==> src/rtl/ysyx_23060025_axi_arbiter_pkg.sv <==
// rtl/ysyx_23060025_axi_arbiter_pkg.sv - grant encodings and AXI response codes for the IFU/LSU arbiter
package ysyx_23060025_axi_arbiter_pkg;

  typedef logic [1:0] arb_state_t;

  localparam logic [1:0] ARB_IDLE  = 2'b00;
  localparam logic [1:0] ARB_M0_RD = 2'b01;
  localparam logic [1:0] ARB_M1_RD = 2'b10;
  localparam logic [1:0] ARB_M1_WR = 2'b11;

  localparam logic [1:0] AXI_RESP_OKAY   = 2'b00;
  localparam logic [1:0] AXI_RESP_SLVERR = 2'b10;
  localparam logic [1:0] AXI_RESP_DECERR = 2'b11;

endpackage

==> src/rtl/ysyx_23060025_axi_arbiter_if.sv <==
// rtl/ysyx_23060025_axi_arbiter_if.sv - single-beat AXI4-Lite channel bundle with master/slave views
interface ysyx_23060025_axi_arbiter_if #(
  parameter int DATA_LEN = 32,
  parameter int ADDR_LEN = 32
);
  logic [ADDR_LEN-1:0]   ar_addr;
  logic [2:0]            ar_size;
  logic                  ar_valid;
  logic                  ar_ready;
  logic [DATA_LEN-1:0]   r_data;
  logic [1:0]            r_resp;
  logic                  r_valid;
  logic                  r_ready;
  logic [ADDR_LEN-1:0]   aw_addr;
  logic [2:0]            aw_size;
  logic                  aw_valid;
  logic                  aw_ready;
  logic [DATA_LEN-1:0]   w_data;
  logic [DATA_LEN/8-1:0] w_strb;
  logic                  w_valid;
  logic                  w_ready;
  logic [1:0]            b_resp;
  logic                  b_valid;
  logic                  b_ready;

  // Side that issues requests (IFU/LSU, or the arbiter towards memory).
  modport master (
    output ar_addr, ar_size, ar_valid, input ar_ready,
    input r_data, r_resp, r_valid, output r_ready,
    output aw_addr, aw_size, aw_valid, input aw_ready,
    output w_data, w_strb, w_valid, input w_ready,
    input b_resp, b_valid, output b_ready
  );

  // Side that answers requests (memory, or the arbiter towards IFU/LSU).
  modport slave (
    input ar_addr, ar_size, ar_valid, output ar_ready,
    output r_data, r_resp, r_valid, input r_ready,
    input aw_addr, aw_size, aw_valid, output aw_ready,
    input w_data, w_strb, w_valid, output w_ready,
    output b_resp, b_valid, input b_ready
  );
endinterface

==> src/rtl/ysyx_23060025_arb_pick.sv <==
// rtl/ysyx_23060025_arb_pick.sv - next-grant policy; ARB_ROUND_ROBIN_EN swaps fixed priority for M0/M1 alternation
module ysyx_23060025_arb_pick
  import ysyx_23060025_axi_arbiter_pkg::*;
(
  input  logic       i_r0,
  input  logic       i_r1r,
  input  logic       i_r1w,
`ifdef ARB_ROUND_ROBIN_EN
  input  logic       i_last_grant,
`endif
  output arb_state_t o_next
);

  arb_state_t w_m1_state;

  // Within M1 a read always beats a write; M1 beats M0 unless round robin overrides.
  always_comb begin
    w_m1_state = i_r1r ? ARB_M1_RD : ARB_M1_WR;
    o_next     = ARB_IDLE;
    if (i_r1r || i_r1w) begin
      o_next = w_m1_state;
    end else if (i_r0) begin
      o_next = ARB_M0_RD;
    end
`ifdef ARB_ROUND_ROBIN_EN
    if (i_r0 && (i_r1r || i_r1w) && i_last_grant) begin
      o_next = ARB_M0_RD;
    end
`endif
  end

endmodule

==> src/rtl/ysyx_23060025_axi_arbiter.sv <==
// rtl/ysyx_23060025_axi_arbiter.sv - two-master (IFU/LSU) to one-slave AXI4-Lite arbiter, ARB_ROUND_ROBIN_EN optional
module ysyx_23060025_axi_arbiter
  import ysyx_23060025_axi_arbiter_pkg::*;
#(
  parameter int DATA_LEN = 32,
  parameter int ADDR_LEN = 32
) (
  input  logic                              clock,
  input  logic                              reset,
  ysyx_23060025_axi_arbiter_if.slave        m0,
  ysyx_23060025_axi_arbiter_if.slave        m1,
  ysyx_23060025_axi_arbiter_if.master       s,
  output logic [1:0]                        grant_o
);

  arb_state_t          r_state;
  logic                r_addr_done;
  logic                r_data_done;
  arb_state_t          w_next;
  logic                w_ar_hs;
  logic                w_aw_hs;
  logic                w_w_hs;
  logic                w_r_hs;
  logic                w_b_hs;
  logic                w_rd_exit;
  logic                w_wr_exit;
  logic [ADDR_LEN-1:0] w_rd_addr;
  logic [DATA_LEN-1:0] w_r_data;
  logic                w_unused_m0;

  // M0 is the instruction fetch port and never writes.
  assign w_unused_m0 = ^{m0.aw_addr, m0.aw_size, m0.aw_valid,
                         m0.w_data, m0.w_strb, m0.w_valid, m0.b_ready};

  assign w_ar_hs   = s.ar_valid & s.ar_ready;
  assign w_aw_hs   = s.aw_valid & s.aw_ready;
  assign w_w_hs    = s.w_valid & s.w_ready;
  assign w_r_hs    = s.r_valid & s.r_ready;
  assign w_b_hs    = s.b_valid & s.b_ready;
  assign w_rd_exit = ((r_state == ARB_M0_RD) || (r_state == ARB_M1_RD)) && w_r_hs;
  assign w_wr_exit = (r_state == ARB_M1_WR) && w_b_hs;
  assign w_rd_addr = (r_state == ARB_M0_RD) ? m0.ar_addr : m1.ar_addr;
  assign w_r_data  = s.r_data;
  assign grant_o   = r_state;

`ifdef ARB_ROUND_ROBIN_EN
  logic r_last_grant;

  // Remember which master finished last so a tie goes to the other one.
  always_ff @(posedge clock) begin
    if (reset) begin
      r_last_grant <= 1'b1;
    end else if (w_rd_exit && (r_state == ARB_M0_RD)) begin
      r_last_grant <= 1'b0;
    end else if (w_rd_exit || w_wr_exit) begin
      r_last_grant <= 1'b1;
    end
  end

  ysyx_23060025_arb_pick u_pick (
    .i_r0         (m0.ar_valid),
    .i_r1r        (m1.ar_valid),
    .i_r1w        (m1.aw_valid | m1.w_valid),
    .i_last_grant (r_last_grant),
    .o_next       (w_next)
  );
`else
  ysyx_23060025_arb_pick u_pick (
    .i_r0   (m0.ar_valid),
    .i_r1r  (m1.ar_valid),
    .i_r1w  (m1.aw_valid | m1.w_valid),
    .o_next (w_next)
  );
`endif

  // Grant FSM: arbitrate in IDLE, hold the grant until the response handshake.
  always_ff @(posedge clock) begin
    if (reset) begin
      r_state     <= ARB_IDLE;
      r_addr_done <= 1'b0;
      r_data_done <= 1'b0;
    end else begin
      case (r_state)
        ARB_IDLE: begin
          r_state     <= w_next;
          r_addr_done <= 1'b0;
          r_data_done <= 1'b0;
        end
        ARB_M0_RD, ARB_M1_RD: begin
          if (w_ar_hs) r_addr_done <= 1'b1;
          if (w_rd_exit) r_state <= ARB_IDLE;
        end
        default: begin
          if (w_aw_hs) r_addr_done <= 1'b1;
          if (w_w_hs) r_data_done <= 1'b1;
          if (w_wr_exit) r_state <= ARB_IDLE;
        end
      endcase
    end
  end

  // Route the granted master to the slave; everything else is held at zero.
  always_comb begin
    s.ar_addr   = '0;
    s.ar_size   = '0;
    s.ar_valid  = 1'b0;
    s.r_ready   = 1'b0;
    s.aw_addr   = '0;
    s.aw_size   = '0;
    s.aw_valid  = 1'b0;
    s.w_data    = '0;
    s.w_strb    = '0;
    s.w_valid   = 1'b0;
    s.b_ready   = 1'b0;
    m0.ar_ready = 1'b0;
    m0.r_data   = '0;
    m0.r_resp   = '0;
    m0.r_valid  = 1'b0;
    m0.aw_ready = 1'b0;
    m0.w_ready  = 1'b0;
    m0.b_resp   = '0;
    m0.b_valid  = 1'b0;
    m1.ar_ready = 1'b0;
    m1.r_data   = '0;
    m1.r_resp   = '0;
    m1.r_valid  = 1'b0;
    m1.aw_ready = 1'b0;
    m1.w_ready  = 1'b0;
    m1.b_resp   = '0;
    m1.b_valid  = 1'b0;
    case (r_state)
      ARB_M0_RD: begin
        if (!r_addr_done) begin
          s.ar_addr   = w_rd_addr;
          s.ar_size   = m0.ar_size;
          s.ar_valid  = m0.ar_valid;
          m0.ar_ready = s.ar_ready;
        end
        m0.r_data  = w_r_data;
        m0.r_resp  = s.r_resp;
        m0.r_valid = s.r_valid;
        s.r_ready  = m0.r_ready;
      end
      ARB_M1_RD: begin
        if (!r_addr_done) begin
          s.ar_addr   = w_rd_addr;
          s.ar_size   = m1.ar_size;
          s.ar_valid  = m1.ar_valid;
          m1.ar_ready = s.ar_ready;
        end
        m1.r_data  = w_r_data;
        m1.r_resp  = s.r_resp;
        m1.r_valid = s.r_valid;
        s.r_ready  = m1.r_ready;
      end
      ARB_M1_WR: begin
        if (!r_addr_done) begin
          s.aw_addr   = m1.aw_addr;
          s.aw_size   = m1.aw_size;
          s.aw_valid  = m1.aw_valid;
          m1.aw_ready = s.aw_ready;
        end
        if (!r_data_done) begin
          s.w_data   = m1.w_data;
          s.w_strb   = m1.w_strb;
          s.w_valid  = m1.w_valid;
          m1.w_ready = s.w_ready;
        end
        m1.b_resp  = s.b_resp;
        m1.b_valid = s.b_valid;
        s.b_ready  = m1.b_ready;
      end
      default: ;
    endcase
  end

endmodule

==> src/flat_wrapper.sv <==
// flat-port wrapper written by rule: the top's interface ports become plain ports
module ysyx_23060025_axi_arbiter_flat import ysyx_23060025_axi_arbiter_pkg::*;
#(
  parameter int DATA_LEN = 32,
  parameter int ADDR_LEN = 32
)
  (clock, reset, grant_o, m0_ar_addr, m0_ar_size, m0_ar_valid, m0_ar_ready, m0_r_data, m0_r_resp, m0_r_valid, m0_r_ready, m0_aw_addr, m0_aw_size, m0_aw_valid, m0_aw_ready, m0_w_data, m0_w_strb, m0_w_valid, m0_w_ready, m0_b_resp, m0_b_valid, m0_b_ready, m1_ar_addr, m1_ar_size, m1_ar_valid, m1_ar_ready, m1_r_data, m1_r_resp, m1_r_valid, m1_r_ready, m1_aw_addr, m1_aw_size, m1_aw_valid, m1_aw_ready, m1_w_data, m1_w_strb, m1_w_valid, m1_w_ready, m1_b_resp, m1_b_valid, m1_b_ready, s_ar_addr, s_ar_size, s_ar_valid, s_ar_ready, s_r_data, s_r_resp, s_r_valid, s_r_ready, s_aw_addr, s_aw_size, s_aw_valid, s_aw_ready, s_w_data, s_w_strb, s_w_valid, s_w_ready, s_b_resp, s_b_valid, s_b_ready);
  ysyx_23060025_axi_arbiter_if #(.DATA_LEN(DATA_LEN), .ADDR_LEN(ADDR_LEN)) m0_i ();
  ysyx_23060025_axi_arbiter_if #(.DATA_LEN(DATA_LEN), .ADDR_LEN(ADDR_LEN)) m1_i ();
  ysyx_23060025_axi_arbiter_if #(.DATA_LEN(DATA_LEN), .ADDR_LEN(ADDR_LEN)) s_i ();
  input  logic clock;
  input  logic reset;
  output logic [1:0] grant_o;
  input wire logic [$bits(m0_i.ar_addr)-1:0] m0_ar_addr;
  input wire logic [$bits(m0_i.ar_size)-1:0] m0_ar_size;
  input wire logic [$bits(m0_i.ar_valid)-1:0] m0_ar_valid;
  output wire logic [$bits(m0_i.ar_ready)-1:0] m0_ar_ready;
  output wire logic [$bits(m0_i.r_data)-1:0] m0_r_data;
  output wire logic [$bits(m0_i.r_resp)-1:0] m0_r_resp;
  output wire logic [$bits(m0_i.r_valid)-1:0] m0_r_valid;
  input wire logic [$bits(m0_i.r_ready)-1:0] m0_r_ready;
  input wire logic [$bits(m0_i.aw_addr)-1:0] m0_aw_addr;
  input wire logic [$bits(m0_i.aw_size)-1:0] m0_aw_size;
  input wire logic [$bits(m0_i.aw_valid)-1:0] m0_aw_valid;
  output wire logic [$bits(m0_i.aw_ready)-1:0] m0_aw_ready;
  input wire logic [$bits(m0_i.w_data)-1:0] m0_w_data;
  input wire logic [$bits(m0_i.w_strb)-1:0] m0_w_strb;
  input wire logic [$bits(m0_i.w_valid)-1:0] m0_w_valid;
  output wire logic [$bits(m0_i.w_ready)-1:0] m0_w_ready;
  output wire logic [$bits(m0_i.b_resp)-1:0] m0_b_resp;
  output wire logic [$bits(m0_i.b_valid)-1:0] m0_b_valid;
  input wire logic [$bits(m0_i.b_ready)-1:0] m0_b_ready;
  input wire logic [$bits(m1_i.ar_addr)-1:0] m1_ar_addr;
  input wire logic [$bits(m1_i.ar_size)-1:0] m1_ar_size;
  input wire logic [$bits(m1_i.ar_valid)-1:0] m1_ar_valid;
  output wire logic [$bits(m1_i.ar_ready)-1:0] m1_ar_ready;
  output wire logic [$bits(m1_i.r_data)-1:0] m1_r_data;
  output wire logic [$bits(m1_i.r_resp)-1:0] m1_r_resp;
  output wire logic [$bits(m1_i.r_valid)-1:0] m1_r_valid;
  input wire logic [$bits(m1_i.r_ready)-1:0] m1_r_ready;
  input wire logic [$bits(m1_i.aw_addr)-1:0] m1_aw_addr;
  input wire logic [$bits(m1_i.aw_size)-1:0] m1_aw_size;
  input wire logic [$bits(m1_i.aw_valid)-1:0] m1_aw_valid;
  output wire logic [$bits(m1_i.aw_ready)-1:0] m1_aw_ready;
  input wire logic [$bits(m1_i.w_data)-1:0] m1_w_data;
  input wire logic [$bits(m1_i.w_strb)-1:0] m1_w_strb;
  input wire logic [$bits(m1_i.w_valid)-1:0] m1_w_valid;
  output wire logic [$bits(m1_i.w_ready)-1:0] m1_w_ready;
  output wire logic [$bits(m1_i.b_resp)-1:0] m1_b_resp;
  output wire logic [$bits(m1_i.b_valid)-1:0] m1_b_valid;
  input wire logic [$bits(m1_i.b_ready)-1:0] m1_b_ready;
  output wire logic [$bits(s_i.ar_addr)-1:0] s_ar_addr;
  output wire logic [$bits(s_i.ar_size)-1:0] s_ar_size;
  output wire logic [$bits(s_i.ar_valid)-1:0] s_ar_valid;
  input wire logic [$bits(s_i.ar_ready)-1:0] s_ar_ready;
  input wire logic [$bits(s_i.r_data)-1:0] s_r_data;
  input wire logic [$bits(s_i.r_resp)-1:0] s_r_resp;
  input wire logic [$bits(s_i.r_valid)-1:0] s_r_valid;
  output wire logic [$bits(s_i.r_ready)-1:0] s_r_ready;
  output wire logic [$bits(s_i.aw_addr)-1:0] s_aw_addr;
  output wire logic [$bits(s_i.aw_size)-1:0] s_aw_size;
  output wire logic [$bits(s_i.aw_valid)-1:0] s_aw_valid;
  input wire logic [$bits(s_i.aw_ready)-1:0] s_aw_ready;
  output wire logic [$bits(s_i.w_data)-1:0] s_w_data;
  output wire logic [$bits(s_i.w_strb)-1:0] s_w_strb;
  output wire logic [$bits(s_i.w_valid)-1:0] s_w_valid;
  input wire logic [$bits(s_i.w_ready)-1:0] s_w_ready;
  input wire logic [$bits(s_i.b_resp)-1:0] s_b_resp;
  input wire logic [$bits(s_i.b_valid)-1:0] s_b_valid;
  output wire logic [$bits(s_i.b_ready)-1:0] s_b_ready;
  assign m0_i.ar_addr = m0_ar_addr;
  assign m0_i.ar_size = m0_ar_size;
  assign m0_i.ar_valid = m0_ar_valid;
  assign m0_ar_ready = m0_i.ar_ready;
  assign m0_r_data = m0_i.r_data;
  assign m0_r_resp = m0_i.r_resp;
  assign m0_r_valid = m0_i.r_valid;
  assign m0_i.r_ready = m0_r_ready;
  assign m0_i.aw_addr = m0_aw_addr;
  assign m0_i.aw_size = m0_aw_size;
  assign m0_i.aw_valid = m0_aw_valid;
  assign m0_aw_ready = m0_i.aw_ready;
  assign m0_i.w_data = m0_w_data;
  assign m0_i.w_strb = m0_w_strb;
  assign m0_i.w_valid = m0_w_valid;
  assign m0_w_ready = m0_i.w_ready;
  assign m0_b_resp = m0_i.b_resp;
  assign m0_b_valid = m0_i.b_valid;
  assign m0_i.b_ready = m0_b_ready;
  assign m1_i.ar_addr = m1_ar_addr;
  assign m1_i.ar_size = m1_ar_size;
  assign m1_i.ar_valid = m1_ar_valid;
  assign m1_ar_ready = m1_i.ar_ready;
  assign m1_r_data = m1_i.r_data;
  assign m1_r_resp = m1_i.r_resp;
  assign m1_r_valid = m1_i.r_valid;
  assign m1_i.r_ready = m1_r_ready;
  assign m1_i.aw_addr = m1_aw_addr;
  assign m1_i.aw_size = m1_aw_size;
  assign m1_i.aw_valid = m1_aw_valid;
  assign m1_aw_ready = m1_i.aw_ready;
  assign m1_i.w_data = m1_w_data;
  assign m1_i.w_strb = m1_w_strb;
  assign m1_i.w_valid = m1_w_valid;
  assign m1_w_ready = m1_i.w_ready;
  assign m1_b_resp = m1_i.b_resp;
  assign m1_b_valid = m1_i.b_valid;
  assign m1_i.b_ready = m1_b_ready;
  assign s_ar_addr = s_i.ar_addr;
  assign s_ar_size = s_i.ar_size;
  assign s_ar_valid = s_i.ar_valid;
  assign s_i.ar_ready = s_ar_ready;
  assign s_i.r_data = s_r_data;
  assign s_i.r_resp = s_r_resp;
  assign s_i.r_valid = s_r_valid;
  assign s_r_ready = s_i.r_ready;
  assign s_aw_addr = s_i.aw_addr;
  assign s_aw_size = s_i.aw_size;
  assign s_aw_valid = s_i.aw_valid;
  assign s_i.aw_ready = s_aw_ready;
  assign s_w_data = s_i.w_data;
  assign s_w_strb = s_i.w_strb;
  assign s_w_valid = s_i.w_valid;
  assign s_i.w_ready = s_w_ready;
  assign s_i.b_resp = s_b_resp;
  assign s_i.b_valid = s_b_valid;
  assign s_b_ready = s_i.b_ready;
  ysyx_23060025_axi_arbiter #(.DATA_LEN(DATA_LEN), .ADDR_LEN(ADDR_LEN)) u_core (.clock(clock), .reset(reset), .m0(m0_i), .m1(m1_i), .s(s_i), .grant_o(grant_o));
endmodule
==> config.mk <==
export PLATFORM = sky130hd
export DESIGN_NAME = ysyx_23060025_axi_arbiter_flat
export DESIGN_NICKNAME = d
export VERILOG_FILES = /design/src/rtl/ysyx_23060025_axi_arbiter_pkg.sv /design/src/rtl/ysyx_23060025_axi_arbiter_if.sv /design/src/rtl/ysyx_23060025_arb_pick.sv /design/src/rtl/ysyx_23060025_axi_arbiter.sv /design/src/flat_wrapper.sv
export SDC_FILE = /design/constraint.sdc
export NUM_CORES = 1
export LEC_CHECK = 0
export CORE_AREA = 3 3 175 177
export CTS_BUF_LIST = sky130_fd_sc_hd__clkbuf_4 sky130_fd_sc_hd__clkbuf_8 sky130_fd_sc_hd__clkbuf_16
export CTS_CLUSTER_DIAMETER = 60
export DETAILED_ROUTE_END_ITERATION = 7
export DIE_AREA = 0 0 178 180
export HOLD_SLACK_MARGIN = 0.02
export REMOVE_ABC_BUFFERS = 1
export SLEW_MARGIN = 15
export SYNTH_ARGS = -nofsm -noshare
export SYNTH_HDL_FRONTEND = slang
export SYNTH_SLANG_ARGS = --single-unit
==> constraint.sdc <==
create_clock -name clock -period 4 [get_ports clock]
set_input_delay 1.2 -clock clock [delete_from_list [all_inputs] [get_ports clock]]
set_output_delay 1.2 -clock clock [all_outputs]
set_load 0.01 [all_outputs]
==> impl_metrics.csv <==
group,metric,value,unit
status,status,"completed",
layout,area_delta_synth_final,225,%
synth,synthTopCellsByArea,"and2_1 48%, mux2i_1 17%, nor2_1 8.0%, dfxtp_1 4.2%, buf_2 3.7%",
floorplan,num_rows,63,
power_and_ir_drop,p_switching,854,uW
clock_network,tritoncts,"done",
critical_path,critPathMostFrequentCell,"clkdlybuf4s50_1",
place,placed_cell_area,6150,um^2
synth,synth_area,1910,um^2
critical_path,r2r_end,"u_core.r_data_done",
synth,syn_avg_cell_area,6.58,um^2
clock_network,post-cts-setup-buffers,0,
timing,final.setup.tns,0,ps
layout,layout-drive-gt1-share,3.33,%
min_path,hold_class,"reg2reg",
synth,ys_ff_latch,4,
floorplan,die_w,178,um
place,dp_hpwl,11400,um
timing,period_needed,3790,ps
place,place_congestion,0.722,
critical_path,r2r_start,"u_core.grant_o[0]",
synth,synth-edff-count,0,
clock_network,cts_root_buf,"clkbuf_16",
detailed_routing,drtIter0Drc,70,
power_and_ir_drop,p_seq_share,3.3,%
detailed_routing,wire_per_inst,12.4,um
synth,synthFlopType,"dfxtp_1",
power_and_ir_drop,p_clk_share,7.5,%
timing,maxSlewViolCount,0,
clock_network,clk_latency,220,ps
detailed_routing,first_pass_iters,4,
timing,rsz0062_at_grt,"no",
timing,slew_headroom,60.8,%
global_routing,gr-usage-all-layers,7.45,%
detailed_routing,drc,0,
synth,async_reset_ff_share,0,%
floorplan,core_area,29400,um^2
critical_path,arrival,2590,ps
critical_path,crit_chain,"clkdlybuf4s50_1 > a22oi_2 > nor2_1 > clkdlybuf4s50_1",
power_and_ir_drop,p_int,1.22,mW
layout,nets,932,
layout,n_antenna_cell,0,
critical_path,worstSetupStartpointType,"primary input",
timing,holdWs,548,ps
timing,fin_crit_sh,94.7,%
floorplan,fp.dieH,180,um
critical_path,rr_worst_depth,6,
synth,yosysTopAreaCell,"and2_1",
critical_path,cp_max_fo,3,
critical_path,worstSetupStartpoint,"m1_ar_valid",
global_routing,grt_pass1_wl,18700,um
synth,yosysUniqueCellTypes,28,
power_and_ir_drop,p_leak,2.22,nW
synth,yosysSeqAreaShare,4.18,%
critical_path,cpMaxStageDelayCell,"clkdlybuf4s50_1",
timing,setup_viol,0,
detailed_routing,vias,3218,
power_and_ir_drop,swShare,41.3,%
clock_network,cts_made_buffers,3,
critical_path,endpoint,"s_ar_valid",
timing,skew,2.26,ps
global_routing,grt_max_degree,39,
min_path,hold_start,"u_core.r_data_done",
synth,synth_top_area_share,48.4,%
critical_path,crit_cells,4,
clock_network,clk_path_buf_depth,2,
critical_path,max_stage_delay,600,ps
critical_path,r2r_setup_slack,2160,ps
synth,syn_inst,291,
floorplan,die_area,32000,um^2
power_and_ir_drop,powerDensity,333,nW/um^2
clock_network,clk_pin_slew,30,ps
detailed_routing,routed_wl,13000,um
detailed_routing,antenna_left,0,
power_and_ir_drop,pwr-share-comb,89.1,%
timing,tightest_slew,588,ps
critical_path,cp-end-kind,"primary output",
power_and_ir_drop,ir_drop,198,uV
layout,stdcell_area,6220,um^2
clock_network,postCtsHoldBufs,0,
synth,synth_commonest_cells,"148 x and2_1, 41 x nor2_1, 32 x mux2i_1",
synth,yosysWarnings,0,
place,io_buffer_count,380,
critical_path,path_class,"in2out",
global_routing,antenna_found_initial,1,
detailed_routing,post_drt_via_cell_ratio,3.06,
synth,yosysMostFrequentCell,"and2_1",
critical_path,path_buf_inv,2,
global_routing,grt.overflow.total,0,
critical_path,crit_family,"buffers and inverters",
timing,fmax,0.264,GHz
floorplan,io_pins,460,
clock_network,cts-resized-gates,0,
floorplan,initial_core_util,6.51,%
clock_network,clkSinkCount,4,
job,maxCapViolations,0,
critical_path,cp.required,2800,ps
clock_network,cts_htree_levels,1,
global_routing,grt_pass1_vias,3275,
timing,hold_viol,0,
stage by stage:
| stage | setup slack [ps] | utilization [%] | power, mW | std cells |
|---|---|---|---|---|
| floorplan | 681 | - | 0.821 | 267 |
| global placement | 224 | 20.9 | 1.95 | 1047 |
| detailed placement | 183 | 20.9 | 1.95 | 1047 |
| CTS | 175 | 21.2 | 2.12 | 1050 |
| global route | 77.4 | 21.2 | 2.24 | 1050 |
| finish | 211 | 21.2 | 2.07 | 1050 |
tightest hold or removal path, cell delays in order (launching register included):
cell and delay, ps:
dfxtp_1 300, a31oi_1 140, a211oi_1 50
registers in the layout, summed over array words and instances (netlist names):
signal	cells
u_core.r_addr_done	1
u_core.r_data_done	1
u_core.grant_o	2
per-layer routing:
metal,vias to the layer above,part of all wire (%),global-route usage [%]
met5,-,0.054,0
met4,2,1.1,1.45
met3,10,13,2.89
met2,202,51,14.0
met1,1353,35,7.80
li1,1651,-,-
area by class of cell:
cell class,count,area [um^2]
Clock buffer,3,75.1
Fill cell,3245,23200
Inverter,6,22.5
Multi-Input combinational cell,257,1680
Sequential cell,4,80.1
Tap cell,390,488
Timing Repair Buffer,390,3880
cells by family (layout without fill, tap and decap cells):
logic type	Yosys count	after routing	share of synthesized area [%]
fa+ha+maj	5	5	3.27
flops	4	4	4.18
other cells	1	5	0.196
mux	32	32	16.7
simple gates	197	197	58.5
compound gates	18	18	7.78
buf+inv	34	399	9.35
layout by cell type (no fill, tap or decap):
master	n
a211o_1	2
a211oi_1	1
a21oi_1	1
a22oi_1	3
a22oi_2	2
a311oi_1	1
a31oi_1	1
and2_1	148
buf_4	10
clkbuf_16	3
clkdlybuf4s50_1	380
conb_1	5
dfxtp_1	4
ha_1	4
ha_2	1
inv_1	5
inv_2	1
mux2i_1	32
nand2_1	4
nand2b_1	2
nor2_1	41
nor2b_2	2
o21ai_0	1
o21ai_1	1
o21ai_2	2
o311ai_0	1
o31ai_1	1
o31ai_2	1
power groups by stage:
stage | Clock [mW] | Combinational, mW | Sequential [mW]
6_report | 0.156 | 1.84 | 0.0689
5_1_grt | 0.162 | 2.01 | 0.0704
4_1_cts | 0.157 | 1.89 | 0.0691
3_5_place_dp | 0 | 1.88 | 0.0698
3_3_place_gp | 0 | 1.88 | 0.0698
2_1_floorplan | 0 | 0.752 | 0.0686
worst min-delay path by stage:
stage                               to  slack, ps  depth (start not counted)
floorplan           u_core.r_data_done        510                          2
global placement    u_core.r_data_done        540                          2
detailed placement  u_core.r_data_done        540                          2
CTS                 u_core.r_data_done        540                          2
global route        u_core.r_data_done        590                          2
finish              u_core.r_data_done        550                          2
Note: power is estimated with default switching activity, not from simulation.
